$ cat src/rtl/four_one_mux_pkg.sv
// rtl/four_one_mux_pkg.sv - shared constants, FSM state type and one-hot helper for the 4:1 stream mux
package four_one_mux_pkg;

  localparam int CH_N  = 4;
  localparam int SEL_W = 2;

  typedef enum logic {
    ARB  = 1'b0,
    LOCK = 1'b1
  } state_t;

  // 2-to-4 one-hot decode of a channel index
  function automatic logic [CH_N-1:0] onehot2(input logic [SEL_W-1:0] sel);
    logic [CH_N-1:0] v;
    v      = '0;
    v[sel] = 1'b1;
    return v;
  endfunction

endpackage

$ cat src/rtl/rr_arbiter_4.sv
// rtl/rr_arbiter_4.sv - combinational 4-way round-robin picker starting the scan at ptr
module rr_arbiter_4
  import four_one_mux_pkg::*;
(
  input  logic [CH_N-1:0]  req,
  input  logic [SEL_W-1:0] ptr,
  output logic [CH_N-1:0]  grant,
  output logic [SEL_W-1:0] grant_idx
);

  logic             w_found;
  logic [SEL_W-1:0] w_idx;

  // scan ptr, ptr+1, ... (mod 4); first requester wins, no requester yields an all-zero grant
  always_comb begin
    grant     = '0;
    grant_idx = '0;
    w_found   = 1'b0;
    w_idx     = '0;
    for (int k = 0; k < CH_N; k++) begin
      w_idx = ptr + SEL_W'(k);
      if (!w_found && req[w_idx]) begin
        w_found   = 1'b1;
        grant     = onehot2(w_idx);
        grant_idx = w_idx;
      end
    end
  end

endmodule

$ cat src/rtl/four_one_stream_mux_rr.sv
// rtl/four_one_stream_mux_rr.sv - packet-aware round-robin 4:1 stream collector with one registered output stage
module four_one_stream_mux_rr
  import four_one_mux_pkg::*;
#(
  parameter int DATA_W = 8
) (
  input  logic                     clk,
  input  logic                     rst_n,
  input  logic [CH_N-1:0]          in_valid,
  input  logic [CH_N*DATA_W-1:0]   in_data,
  input  logic [CH_N-1:0]          in_last,
  output logic [CH_N-1:0]          in_ready,
  output logic                     out_valid,
  output logic [DATA_W-1:0]        out_data,
  output logic                     out_last,
  output logic [SEL_W-1:0]         out_sel,
  input  logic                     out_ready
);

  state_t             r_state;
  state_t             w_state_nxt;
  logic [SEL_W-1:0]   r_rr_ptr;
  logic [SEL_W-1:0]   r_lock_ch;

  logic               r_out_valid;
  logic [DATA_W-1:0]  r_out_data;
  logic               r_out_last;
  logic [SEL_W-1:0]   r_out_sel;

  logic [CH_N-1:0]    w_arb_grant;
  logic [SEL_W-1:0]   w_arb_idx;
  logic [CH_N-1:0]    w_grant;
  logic [SEL_W-1:0]   w_grant_idx;
  logic               w_load_ok;
  logic [CH_N-1:0]    w_in_ready;
  logic               w_xfer;
  logic               w_xfer_last;
  logic [DATA_W-1:0]  w_sel_data;

  rr_arbiter_4 u_arb (
    .req       (in_valid),
    .ptr       (r_rr_ptr),
    .grant     (w_arb_grant),
    .grant_idx (w_arb_idx)
  );

  // register may take a new beat whenever it is empty or being drained this cycle
  assign w_load_ok   = !r_out_valid | out_ready;
  // reset gating keeps every channel stalled while rst_n is low, independent of the clock
  assign w_in_ready  = rst_n ? ({CH_N{w_load_ok}} & w_grant) : '0;
  assign in_ready    = w_in_ready;
  assign w_xfer      = |(in_valid & w_in_ready);
  assign w_xfer_last = in_last[w_grant_idx];
  assign w_sel_data  = in_data[int'(w_grant_idx)*DATA_W +: DATA_W];

  // FSM state register
  always_ff @(posedge clk or negedge rst_n) begin
    if (!rst_n) begin
      r_state <= ARB;
    end else begin
      r_state <= w_state_nxt;
    end
  end

  // FSM next state: a non-last beat opens a packet, the last beat closes it
  always_comb begin
    w_state_nxt = r_state;
    case (r_state)
      ARB:     if (w_xfer && !w_xfer_last) w_state_nxt = LOCK;
      LOCK:    if (w_xfer && w_xfer_last)  w_state_nxt = ARB;
      default: w_state_nxt = ARB;
    endcase
  end

  // FSM outputs: the open packet's channel owns the grant until its last beat
  always_comb begin
    w_grant     = w_arb_grant;
    w_grant_idx = w_arb_idx;
    if (r_state == LOCK) begin
      w_grant     = onehot2(r_lock_ch);
      w_grant_idx = r_lock_ch;
    end
  end

  // pointer advances past the channel that finished a packet; lock channel captured on packet open
  always_ff @(posedge clk or negedge rst_n) begin
    if (!rst_n) begin
      r_rr_ptr  <= '0;
      r_lock_ch <= '0;
    end else if (w_xfer) begin
      if (w_xfer_last) begin
        r_rr_ptr <= w_grant_idx + SEL_W'(1);
      end else if (r_state == ARB) begin
        r_lock_ch <= w_grant_idx;
      end
    end
  end

  // output stage: load on transfer, clear valid on drain, otherwise hold
  always_ff @(posedge clk or negedge rst_n) begin
    if (!rst_n) begin
      r_out_valid <= 1'b0;
      r_out_data  <= '0;
      r_out_last  <= 1'b0;
      r_out_sel   <= '0;
    end else if (w_xfer) begin
      r_out_valid <= 1'b1;
      r_out_data  <= w_sel_data;
      r_out_last  <= w_xfer_last;
      r_out_sel   <= w_grant_idx;
    end else if (out_ready) begin
      r_out_valid <= 1'b0;
    end
  end

  assign out_valid = r_out_valid;
  assign out_data  = r_out_data;
  assign out_last  = r_out_last;
  assign out_sel   = r_out_sel;

endmodule

$ cat config.mk
export PLATFORM = sky130hd
export DESIGN_NAME = four_one_stream_mux_rr
export DESIGN_NICKNAME = d
export VERILOG_FILES = /design/src/rtl/four_one_mux_pkg.sv /design/src/rtl/rr_arbiter_4.sv /design/src/rtl/four_one_stream_mux_rr.sv
export SDC_FILE = /design/constraint.sdc
export NUM_CORES = 1
export LEC_CHECK = 0
export BUFFER_PORTS_ARGS = -buffer_cell sky130_fd_sc_hd__buf_2
export CAP_MARGIN = 20
export CORE_UTILIZATION = 40
export CTS_CLUSTER_SIZE = 40
export DETAILED_ROUTE_END_ITERATION = 8
export GPL_TIMING_DRIVEN = 0
export HOLD_SLACK_MARGIN = 0.15
export PLACE_DENSITY = 0.67
export SLEW_MARGIN = 20
export SYNTH_ARGS = -nofsm -noshare
export SYNTH_HDL_FRONTEND = slang
export SYNTH_HIERARCHICAL = 1
export SYNTH_SLANG_ARGS = --single-unit
export TNS_END_PERCENT = 30
$ cat constraint.sdc
create_clock -name clk -period 6 [get_ports clk]
set_input_delay 0.6 -clock clk [delete_from_list [all_inputs] [get_ports clk]]
set_output_delay 0.6 -clock clk [all_outputs]
set_load 0.01 [all_outputs]
==> impl_metrics.json <==
{
  "setup_slack_ps": 1880,
  "ant_nets": 0,
  "synthMuxAreaShare_pct": 35.0,
  "drive_above_1_share_pct": 48.6,
  "antenna_found_initial": 0,
  "nets": 266,
  "io_buffers": 58,
  "io_pins": 59,
  "cts.path.max_buffers": 2,
  "cts.sinks": 17,
  "max_freq_ghz": 0.243,
  "worstHoldPathType": "input port to asynchronous set/reset pin",
  "core_um2": 3800,
  "vias": 1476,
  "hold_violations": 0,
  "grt_overflow": 0,
  "start_kind": "register",
  "drtPass1Iterations": 4,
  "maxCapViolCount": 0,
  "cp-end-kind": "register",
  "post_cts_buffers": 0,
  "yosysSeqAreaShare_pct": 25.9,
  "yosys.area_share.xor_xnor_pct": 0.533,
  "synth_ff_type": "dfrtp_1",
  "grt_max_degree": 20,
  "grt_pass1_wl_um": 6250,
  "final.min_clock_period_ps": 4120,
  "syn_nets": 203,
  "max-vdd-ir-drop_mv": 0.237,
  "setup_tns_ps": 0,
  "syn_inst": 156,
  "htree_levels": 1,
  "synth-edff-count": 0,
  "tightestPinTransition_ps": 469,
  "p_leak_nw": 0.945,
  "hold_slack_ps": 285,
  "viasPerCell": 5.55,
  "maxSlewViolCount": 0,
  "timing.slew.headroom_pct": 67.9,
  "yosys.cell_types.count": 43,
  "cts_root_buf": "clkbuf_8",
  "p_per_area_nw_per_um2": 548,
  "path_clk_slew_ps": 70,
  "synth_top_family_by_area": "multiplexers",
  "avgSynthCellArea_um2": 10.5,
  "cp.arrival_ps": 4260,
  "area_growth_syn_to_layout_pct": 24.1,
  "ys_async_sr_fraction_pct": 100,
  "yosysWarnings": 6,
  "critPathKind": "register to register",
  "dieHeight_um": 66.1,
  "cts-buffers-inserted": 3,
  "std_cell_rows": 22,
  "wl_per_cell_um": 14.4,
  "final_util_pct": 53.7,
  "synth_compound_area_share_pct": 14.3,
  "multi_input_area_um2": 1130,
  "dieArea_um2": 4370,
  "final.fill_count": 351,
  "grt_usage_pct": 18.4,
  "setup_viol": 0,
  "fin_skew_ps": 4.49,
  "die_x_um": 66.1,
  "finalCritPeriodShare_pct": 68.7,
  "cp_max_fo": 10,
  "start_util_pct": 43.2,
  "antenna_cells": 0,
  "drc": 0,
  "crit_required_ps": 6130,
  "first_global_vias": 1351,
  "cts_tree": "done",
  "cts_resized": 0,
  "insertion_delay_ps": 250,
  "synthSimpleGateAreaFrac_pct": 15.8,
  "syn-cell-area_um2": 1640,
  "ff_latch_area_um2": 425,
  "dp_hpwl_um": 2900,
  "yosys.area_share.adder_pct": 3.05,
  "rsz0062_at_grt": "false",
  "synth_seq_cells": 17,
  "wl_um": 3830,
  "outcome": "completed",
  "first_iter_violations": 43,
  "place.gp.congestion": 0.872,
  "pre_cts_slack_ps": 1920,
  "postCtsHoldBufs": 0
}
## synthesized netlist by cell type (2+ instances only)
cell type | count | area (um^2)
a2111oi_1 | 3 | 30.0
a21oi_1 | 7 | 35.0
a22oi_1 | 2 | 15.0
and3_1 | 7 | 43.8
buf_2 | 2 | 10.0
buf_4 | 2 | 15.0
buf_6 | 4 | 45.0
dfrtp_1 | 17 | 425
ha_1 | 4 | 50.1
inv_2 | 3 | 11.3
mux2_1 | 2 | 22.5
mux2_2 | 11 | 124
mux2_4 | 2 | 30.0
mux2i_1 | 7 | 70.1
mux2i_2 | 4 | 55.1
mux4_2 | 10 | 225
nand2_1 | 19 | 71.3
nand2b_1 | 5 | 31.3
nor2_1 | 9 | 33.8
nor3_1 | 2 | 10.0
nor3b_1 | 2 | 15.0
o21ai_0 | 4 | 20.0
o21ai_1 | 5 | 25.0
o22ai_1 | 4 | 25.0
## stage by stage
| step | instance area, um^2 | power, mW | instances |
|---|---|---|---|
| final | 2040 | 1.12 | 266 |
| after floorplan | 1640 | 0.855 | 156 |
| after global placement | 1990 | 1.03 | 262 |
| after global routing | 2040 | 1.22 | 266 |
| after detailed placement | 1990 | 1.03 | 262 |
| after CTS | 2040 | 1.12 | 266 |
## final timing paths
check                                   startpoint                      end  slack [ps]  cells past startpoint
setup / recovery           r_rr_ptr[1]$_DFFE_PN0P_  out_data[3]$_DFFE_PN0P_        1880                     13
hold / removal                               rst_n  out_data[5]$_DFFE_PN0P_         280                      1
setup reg to reg           r_rr_ptr[1]$_DFFE_PN0P_  out_data[3]$_DFFE_PN0P_        1880                     13
hold reg to reg               out_last$_DFFE_PN0P_     out_last$_DFFE_PN0P_         470                      2
max in group asynchronous                    rst_n  r_rr_ptr[0]$_DFFE_PN0P_        5410                      1
min in group clk              out_last$_DFFE_PN0P_     out_last$_DFFE_PN0P_         470                      2
## worst max-delay path, cell delays in order, from the launching register on
cell	delay, ps
dfrtp_1	470
buf_1	430
inv_1	120
ha_1	310
buf_6	150
mux2_4	330
and3_1	190
a2111oi_1	410
o21ai_1	160
a22oi_1	190
a21oi_1	140
o311ai_4	500
buf_4	270
mux2_2	340
## power by group
group,internal [mW],switching (mW)
Combinational,0.410,0.416
Clock,0.0471,0.0374
Sequential,0.172,0.0350
Total,0.630,0.488
## routing by layer
| metal | GRT usage, % | up-vias | wire, um |
|---|---|---|---|
| met2 | 31.5 | 42 | 1930 |
| met1 | 24.8 | 718 | 1720 |
| met5 | 0 | - | 0 |
| li1 | - | 716 | - |
| met3 | 3.45 | 0 | 169 |
| met4 | 2.13 | 0 | 0 |
## layout make-up
type | count | area share, %
plain buffers | 9 | 3.62
clock buffers | 4 | 2.21
inverters | 4 | 0.737
multi-input cells | 126 | 55.4
flip-flops and latches | 17 | 20.9
well taps | 48 | 2.95
repair buffers | 58 | 14.2
## flip-flops by register name, summed over array words and instances, names as in the netlist, named ones only
signal and cells:
out_data 8, r_lock_ch 2, r_rr_ptr 2, out_valid 1, out_last 1, out_sel 2
## cell families (layout without fill, tap and decap cells)
group,after synthesis,after routing
buf+inv,13,75
compound gates,32,32
fa+ha+maj,4,4
flops,17,17
mux,38,38
xor+xnor,1,1
simple gates,51,51
## placed cells by master (no fill, tap or decap), types with 2 or more instances in the layout
master,synthesis,final
o21ai_1,5,5
ha_1,4,4
dfrtp_1,17,17
nor3_1,2,2
o21ai_0,4,4
buf_2,2,60
mux2i_1,7,7
mux2_1,2,2
nor2_1,9,9
inv_2,3,3
mux2i_2,4,4
nor3b_1,2,2
clkbuf_8,0,3
buf_4,2,2
and3_1,7,7
a21oi_1,7,7
buf_6,4,4
nand2b_1,5,5
mux2_2,11,11
o22ai_1,4,4
a22oi_1,2,2
nand2_1,19,19
a2111oi_1,3,3
mux4_2,10,10
mux2_4,2,2
Note: power is estimated with default switching activity, not from simulation.
